### src/rtl/alu_arbiter.sv
// Two-requester arbiter in front of a single shared ALU.
// Round-robin grant, one operation in flight, with the result held until the consumer takes it.
module alu_arbiter #(
  parameter int unsigned WIDTH = 32
) (
  input  logic             clk,
  input  logic             rst,

  input  logic             req0_valid,
  output logic             req0_ready,
  input  logic [WIDTH-1:0] req0_a,
  input  logic [WIDTH-1:0] req0_b,
  input  logic [2:0]       req0_op,

  input  logic             req1_valid,
  output logic             req1_ready,
  input  logic [WIDTH-1:0] req1_a,
  input  logic [WIDTH-1:0] req1_b,
  input  logic [2:0]       req1_op,

  output logic [WIDTH-1:0] SrcA,
  output logic [WIDTH-1:0] SrcB,
  output logic [2:0]       ALUControl,
  input  logic [WIDTH-1:0] ALUResult,
  input  logic             zero,
  input  logic             bge,
  input  logic             lt,

  output logic             rsp_valid,
  input  logic             rsp_ready,
  output logic             rsp_id,
  output logic [WIDTH-1:0] rsp_result,
  output logic             rsp_zero,
  output logic             rsp_bge,
  output logic             rsp_lt,

  output logic             busy
);

  localparam int unsigned OpW = 3;

  typedef enum logic [1:0] {
    IDLE = 2'd0,
    EXEC = 2'd1,
    RESP = 2'd2
  } state_e;

  state_e           state_q, state_d;
  logic             ptr_q, ptr_d;

  logic [WIDTH-1:0] a_q, a_d;
  logic [WIDTH-1:0] b_q, b_d;
  logic [OpW-1:0]   op_q, op_d;
  logic             id_q, id_d;

  logic [WIDTH-1:0] res_q, res_d;
  logic             zero_q, zero_d;
  logic             bge_q, bge_d;
  logic             lt_q, lt_d;
  logic             rid_q, rid_d;

  logic             gnt0;
  logic             gnt1;

  // Grant is only offered in IDLE; rst gates it so nothing is accepted while held in reset.
  always_comb begin
    gnt0 = 1'b0;
    gnt1 = 1'b0;
    if (rst && (state_q == IDLE)) begin
      gnt0 = req0_valid && (!req1_valid || !ptr_q);
      gnt1 = req1_valid && (!req0_valid ||  ptr_q);
    end
  end

  always_ff @(posedge clk or negedge rst) begin
    if (!rst) begin
      state_q <= IDLE;
      ptr_q   <= 1'b0;
      a_q     <= '0;
      b_q     <= '0;
      op_q    <= '0;
      id_q    <= 1'b0;
      res_q   <= '0;
      zero_q  <= 1'b0;
      bge_q   <= 1'b0;
      lt_q    <= 1'b0;
      rid_q   <= 1'b0;
    end else begin
      state_q <= state_d;
      ptr_q   <= ptr_d;
      a_q     <= a_d;
      b_q     <= b_d;
      op_q    <= op_d;
      id_q    <= id_d;
      res_q   <= res_d;
      zero_q  <= zero_d;
      bge_q   <= bge_d;
      lt_q    <= lt_d;
      rid_q   <= rid_d;
    end
  end

  // Next-state: latch winner on accept, capture ALU in EXEC, wait for consumer in RESP.
  always_comb begin
    state_d = state_q;
    ptr_d   = ptr_q;
    a_d     = a_q;
    b_d     = b_q;
    op_d    = op_q;
    id_d    = id_q;
    res_d   = res_q;
    zero_d  = zero_q;
    bge_d   = bge_q;
    lt_d    = lt_q;
    rid_d   = rid_q;

    case (state_q)
      IDLE: begin
        if (gnt0 || gnt1) begin
          a_d     = gnt1 ? req1_a  : req0_a;
          b_d     = gnt1 ? req1_b  : req0_b;
          op_d    = gnt1 ? req1_op : req0_op;
          id_d    = gnt1;
          ptr_d   = !gnt1;
          state_d = EXEC;
        end
      end
      EXEC: begin
        res_d   = ALUResult;
        zero_d  = zero;
        bge_d   = bge;
        lt_d    = lt;
        rid_d   = id_q;
        state_d = RESP;
      end
      RESP: begin
        if (rsp_ready) begin
          state_d = IDLE;
        end
      end
      default: begin
        state_d = IDLE;
      end
    endcase
  end

  assign req0_ready = gnt0;
  assign req1_ready = gnt1;

  // ALU is fed only from the latched request so it never sees requester churn.
  assign SrcA       = a_q;
  assign SrcB       = b_q;
  assign ALUControl = op_q;

  assign rsp_valid  = (state_q == RESP);
  assign rsp_id     = rid_q;
  assign rsp_result = res_q;
  assign rsp_zero   = zero_q;
  assign rsp_bge    = bge_q;
  assign rsp_lt     = lt_q;

  assign busy       = (state_q != IDLE);

endmodule

### config.mk
export PLATFORM = sky130hd
export DESIGN_NAME = alu_arbiter
export DESIGN_NICKNAME = d
export VERILOG_FILES = /design/src/rtl/alu_arbiter.sv
export SDC_FILE = /design/constraint.sdc
export NUM_CORES = 1
export LEC_CHECK = 0
export ABC_AREA = 0
export CAP_MARGIN = 20
export CORE_UTILIZATION = 35
export CTS_CLUSTER_SIZE = 24
export DETAILED_ROUTE_END_ITERATION = 10
export GPL_TIMING_DRIVEN = 1
export HOLD_SLACK_MARGIN = 0.15
export PLACE_DENSITY = 0.75
export SYNTH_ARGS = -nofsm -noshare
export SYNTH_HDL_FRONTEND = slang
export SYNTH_SLANG_ARGS = --single-unit
export TNS_END_PERCENT = 30
### constraint.sdc
create_clock -name clk -period 3.6 [get_ports clk]
set_input_delay 0.72 -clock clk [delete_from_list [all_inputs] [get_ports clk]]
set_output_delay 0.72 -clock clk [all_outputs]
set_load 0.1 [all_outputs]
# Yosys cells after proc, flatten, opt, wreduce, memory -nomap -nowiden
# Cells that the tools add are included.
word_totals:
  output_inout_bits: 107
  register_bits: 107
classes:
  n_mux: 8
  n_eq_ne: 4
  reduce_logical: 14
ops:
  columns: ["op", "n"]
  rows:
  - ["32-bit two-way mux", 2]
  - ["2-bit case mux with 3 select lines", 1]
  - ["1-bit logical NOT", 4]
  - ["2-bit two-way mux", 2]
  - ["2-bit by 1-bit != test with 1-bit output, second input constant", 2]
  - ["2-bit AND reduction", 2]
  - ["1-bit logical AND", 3]
  - ["1-bit logical OR", 3]
  - ["3-bit two-way mux", 1]
  - ["2-bit by 1-bit == test with 1-bit output, second input constant", 1]
  - ["2-bit == test, second input constant", 1]
  - ["2-bit logical NOT", 1]
  - ["1-bit two-way mux", 2]
  - ["2-bit nonzero test", 1]

# Longest topological paths before layout
# Gate-level depths: netlist of run 1.
depth:
  ltp_word: 7
  mapped_depth: 8
  mapped_depth_nobuf: 3

# Worst setup path after synthesis of run 1
# No wires, ideal clock.
synth_path:
  path_kind: "input port to output port"
  from: "input rst"
  to: "output req1_ready"
  required_time_ps: 2880
  t_arrival_ps: 2566
  setup_slack_ps: 314
  stages: 4
  path_cell_list: "or3b_1 -> buf_2 -> buf_6 -> nor3_2"
synth_between:
  elab_chain_cells: 2
synth_rtl:
  columns: ["item", "line_no", "text"]
  rows:
  - ["from (decl)", "7", "input logic rst,"]
  - ["1-bit logical AND", "69", "if (rst && (state_q == IDLE)) begin"]
  - ["1-bit two-way mux", "69", null]
  - ["to (decl)", "16", "output logic req1_ready,"]
# No other way between the ends.

# Final worst setup path of run 1
# Same ends and word-level chain as after synthesis.

==> flow_summary.toml, run 1 <==
[timing]
min_period_over_period = 0.8516
finalHoldViolCount = 0
rsz0062_at_grt = "false"
fin_skew_ns = 0.008257
slew-limit-headroom = 0.3027
tightest_slew_ns = 1.043
min_period_ns = 3.066
setup-tns-final_ns = 0
setup_violations = 0
max_freq_mhz = 326.2
maxSlewViolCount = 0

[clock_network]
post_cts_buffers = 0
clock_sinks = 107
htree_levels = 3
cts_root_buffer = "clkbuf_16"
ctsLongestPathBuffers = 2
clk_latency_ns = 0.35
post_cts_resize_count = 0
cts-buffers-inserted = 9
clk_pin_slew_ns = 0.08
postCtsHoldBufs = 1
tritoncts = "yes"

[yosys]
ys_seq_area_frac = 0.5023
synth-adder-area-share = 0
synth-simple-area-share = 0.09507
synth_top_flop_cell = "dfrtp_1"
synth_nets = 678
synthDistinctLibCells = 28
synth_xor_area_frac = 0
synth_top_family_by_area = "compound AO/OA/AOI/OAI gates"
postSynthRegisterBits = 107
synth_compound_area_frac = 0.2589
synthArstFlopShare = 1.000
synthCells = 504
synth_edf_count = 0
avgSynthCellArea_um2 = 10.58
synth_area_um2 = 5330
yosys_warnings = 0
synth_mux_area_frac = 0.07394

[floorplan]
coreArea_um2 = 14700
rows = 44
die_area_um2 = 15730
pin_count = 281
start_util = 0.3626
fp.dieW_um = 125.4
die_h_um = 125.4

[critical_path]
worstSetupEndpointType = "primary output"
path_cells = "dlygate4sd3_1 > buf_4 > or3b_4 > nor3_2 > buf_12"
crit_required_ns = 2.88
critPathTopFamily = "buffers and inverters"
start_kind = "primary input"
crit_fanout = 4
critPathMaxStageDelay_ns = 0.54
path_class = "primary input to primary output"
slowest_stage = "dlygate4sd3_1"
crit_buf_inv = 3
arrival_ns = 2.35

[global_route]
use_met1 = 0.2904
grt_pass1_vias = 5222
grt_max_degree = 136
grt_pass1_wl_mm = 28.77
grtUsageMet3 = 0.05392
antenna_found_initial = 0
met2_usage = 0.3789
busiest_layer = "met2"
grt_remaining_overflow = 0
grt_util_all_layers = 0.2321

[placement]
hpwl_mm = 12.00
gp_congestion = 0.7612
portBuffers = 280
dp.cells = 906
detailed_place.area_um2 = 8152

[job]
maxCapViolCount = 0

[routing]
postRouteAntennaNets = 0
vias = 5376
wirelength_mm = 18.53
routedWlPerCell_um = 20.08
dr.pass1.iters = 9
via_per_inst = 5.824
drc = 18
drt_iter0_drc = 506

[layout]
nFillCells = 1238
final_cells = 923
fin_nets = 908
drive_gt1_frac = 0.1286
synthToLayoutAreaGrowth_pct = 58.47
final_area_um2 = 8447
antenna_cells = 0

[min_path]
hold_path_class = "flop to flop"

[run_status]
status = "complete, but fails checks"
violations = "design-rule violations"
## flip-flops by register name, indices dropped and copies added, names as in the netlist
| signal | cells |
|---|---|
| SrcA | 32 |
| SrcB | 32 |
| ptr_q | 1 |
| rsp_id | 1 |
| id_q | 1 |
| rsp_zero | 1 |
| rsp_lt | 1 |
| ALUControl | 3 |
| state_q | 2 |
| rsp_result | 32 |
| rsp_bge | 1 |
## tightest hold or removal path, delay by kind of cell (launching register included)
kind            cells  cell delay (ns)
flops               1             0.36
compound gates      1             0.06
simple gates        1             0.05
## cell usage in the layout, fill, tap and decap left out
master	netlist	final
a31oi_1	67	67
o31ai_1	47	47
clkinv_4	0	1
inv_1	2	2
a21oi_1	68	68
nand2_1	2	2
dlygate4sd3_1	0	1
buf_4	2	10
and3_1	1	1
nand2b_2	0	1
nor2b_4	0	1
clkbuf_16	0	9
nor3_2	1	1
mux2_2	35	35
o21ai_0	2	2
inv_8	0	2
nor3b_2	0	1
buf_12	0	5
nor2_1	1	1
or3b_4	0	1
nand4_1	67	67
clkdlybuf4s50_1	0	275
buf_2	20	1
nand2b_1	3	2
inv_6	0	2
o21bai_1	1	1
clkinvlp_4	0	1
dfrtp_1	107	107
clkbuf_1	39	1
and2_2	0	1
inv_2	1	1
o31ai_2	20	20
or2_2	1	2
## final timing paths
kind / startpoint / end / slack [ns] / depth (start not counted)
hold / removal: rsp_id / rsp_id / 0.50 / 2
hold reg to reg: rsp_id / rsp_id / 0.50 / 2
setup / recovery: rst / req1_ready / 0.53 / 5
min in group asynchronous: rst / ptr_q / 0.74 / 2
setup reg to reg: state_q[0] / SrcB[4] / 1.64 / 4
max in group asynchronous: rst / SrcB[2] / 1.29 / 4
## cell usage after synthesis (2+ instances only)
cell type,instances,area (um^2)
o31ai_1,47,352.8
a21oi_1,68,340.3
buf_2,20,100.1
mux2_2,35,394.1
o31ai_2,20,250.2
nand2_1,2,7.510
buf_6,7,78.83
buf_4,2,15.01
clkbuf_1,39,146.4
inv_1,2,7.510
o21ai_0,2,10.01
nand2b_1,3,18.77
a31oi_1,67,419.2
dfrtp_1,107,2678
nand4_1,67,419.2
buf_1,4,15.01
## layer usage
layer	part of all wire	wire length, um
met1	0.40	7355
met2	0.49	9123
met3	0.079	1469
met4	0.031	583
met5	0	0
## cells by family after synthesis
kind of cell           after synthesis
buffers and inverters               76
DFF                                107
muxes                               35
AOI/OAI and AO/OA                  205
and+or+nand+nor                     81
## metrics by stage
stage	hold slack [ns]	utilization	setup WS [ns]
global placement	0.4698	0.5546	1.045
finish	0.4981	0.5747	0.5344
floorplan	0.4244	-	0.3136
detailed placement	0.4899	0.5546	0.9365
global route	0.5215	0.5747	0.4776
CTS	0.5080	0.5747	0.5210
## layout make-up
class                           count  area (um^2)  area share
Timing Repair Buffer              292         2943      0.3484
Tap cell                          184        230.2     0.02726
Sequential cell                   107         2678      0.3170
Clock inverter                      6        56.30    0.006666
Clock buffer                       10        229.0     0.02711
Inverter                            3        11.26    0.001333
Multi-Input combinational cell    321         2300      0.2723
Power of run 1 is left out: the tool's default activity adds up to more than one toggle a clock period on the data nets, which glitch-free logic cannot reach.
==> inputs of run 2 (changes only) <==
==> constraint.sdc (replaced) <==
create_clock -name clk -period 3.96 [get_ports clk]
set_input_delay 0.792 -clock clk [delete_from_list [all_inputs] [get_ports clk]]
set_output_delay 0.792 -clock clk [all_outputs]
set_load 0.1 [all_outputs]
==> run 2 against run 1 <==
The flow still finishes with violations (design-rule violations). Final area shrank 0.15%. Non-clock buffer count decreased by 1. Count of clock-buffer cells in the layout stayed put. Global-route usage decreased by 0.55 points. Sequential share of layout area hardly changed. Register-to-register slack better by 0.23 ns. First-iteration DRC count shrank 0.99%. Critical path depth shrank 2. Sequential cell count unchanged. Die area stayed put.
==> flow_summary.toml, run 2 (same netlist as run 1, synthesis figures left out) <==
[routing]
via_per_inst = 5.848
vias = 5392
drt_iter0_drc = 501
wirelength_mm = 18.23
drc = 18
dr.pass1.iters = 8
postRouteAntennaNets = 0
routedWlPerCell_um = 19.77

[clock_network]
clock_sinks = 107
postCtsHoldBufs = 0
clk_pin_slew_ns = 0.08
post_cts_resize_count = 0
tritoncts = "yes"
htree_levels = 3
post_cts_buffers = 0
cts_root_buffer = "clkbuf_16"
cts-buffers-inserted = 9
clk_latency_ns = 0.34
ctsLongestPathBuffers = 2

[timing]
slew-limit-headroom = 0.3152
finalHoldViolCount = 0
setup_violations = 0
rsz0062_at_grt = "false"
max_freq_mhz = 339.3
setup-tns-final_ns = 0
maxSlewViolCount = 0
tightest_slew_ns = 1.024
min_period_over_period = 0.7442
min_period_ns = 2.947
fin_skew_ns = 0.006294

[global_route]
grt_max_degree = 136
grt_remaining_overflow = 0
grt_util_all_layers = 0.2266
grt_pass1_vias = 5225
grt_pass1_wl_mm = 28.21
antenna_found_initial = 1

[job]
maxCapViolCount = 0

[run_status]
status = "complete, but fails checks"
violations = "design-rule violations"

[floorplan]
die_area_um2 = 15730
fp.dieW_um = 125.4
rows = 44
die_h_um = 125.4
pin_count = 281
coreArea_um2 = 14700
start_util = 0.3626

[layout]
layout_common_cells = "clkdlybuf4s50_1, dfrtp_1, a21oi_1"
antenna_cells = 0
synthToLayoutAreaGrowth_pct = 58.24
final_cells = 922
fin_nets = 907
final_common_cell = "clkdlybuf4s50_1"
drive_gt1_frac = 0.1287
finalCoreUtilization = 0.5738

[critical_path]
crit_required_ns = 3.17
path_class = "flop to primary output"
worstSetupEndpointType = "primary output"
start_kind = "flop"
arrival_ns = 2.15
crit_fanout = 5

[placement]
gp_congestion = 0.7928
hpwl_mm = 11.97
portBuffers = 280
dp.cells = 906

[min_path]
hold_path_class = "primary input to async pin"
==> run 2: layer usage <==
metal	routed length (um)	global-route usage	vias up	part of all wire
li1	-	-	2437	-
met1	7151	0.2798	2619	0.39
met2	9022	0.3812	295	0.49
met3	1519	0.05306	39	0.083
met4	520	0.09326	2	0.029
met5	15	0	-	0.00082
==> run 2: worst max-delay path: stages, from the launching register on <==
cell	delay (ns)
dfrtp_1	0.43
nand2b_1	0.17
inv_1	0.05
clkdlybuf4s50_1	1.15
==> run 2: worst paths after layout <==
check / endpoint / startpoint / cells after the start / slack (ns)
max in group asynchronous: rsp_result[10] / rst / 3 / 2.18
min: SrcA[22] / rst / 1 / 0.24
max reg2reg: SrcB[28] / ptr_q / 4 / 1.87
min reg2reg: rsp_id / rsp_id / 2 / 0.50
max: rsp_valid / state_q[0] / 3 / 1.01
min in group clk: rsp_id / rsp_id / 2 / 0.50
==> run 2: cell type report <==
class	count	area, um^2
Inverter	3	11.26
Multi-Input combinational cell	321	2300
Sequential cell	107	2678
Timing Repair Buffer	291	2923
Clock inverter	6	53.80
Fill cell	1243	6265
Tap cell	184	230.2
Clock buffer	10	239.0
==> run 2: stage by stage <==
step | setup slack, ns | cell area, um^2 | hold slack [ns]
detailed placement | 1.102 | 8142 | 0.4911
floorplan | 0.5296 | 5330 | 0.4936
finish | 1.013 | 8434 | 0.2406
global placement | 1.179 | 8142 | 0.4719
global route | 0.9327 | 8434 | 0.2335
CTS | 0.9809 | 8434 | 0.2307
Power of run 2 is left out for the same reason.
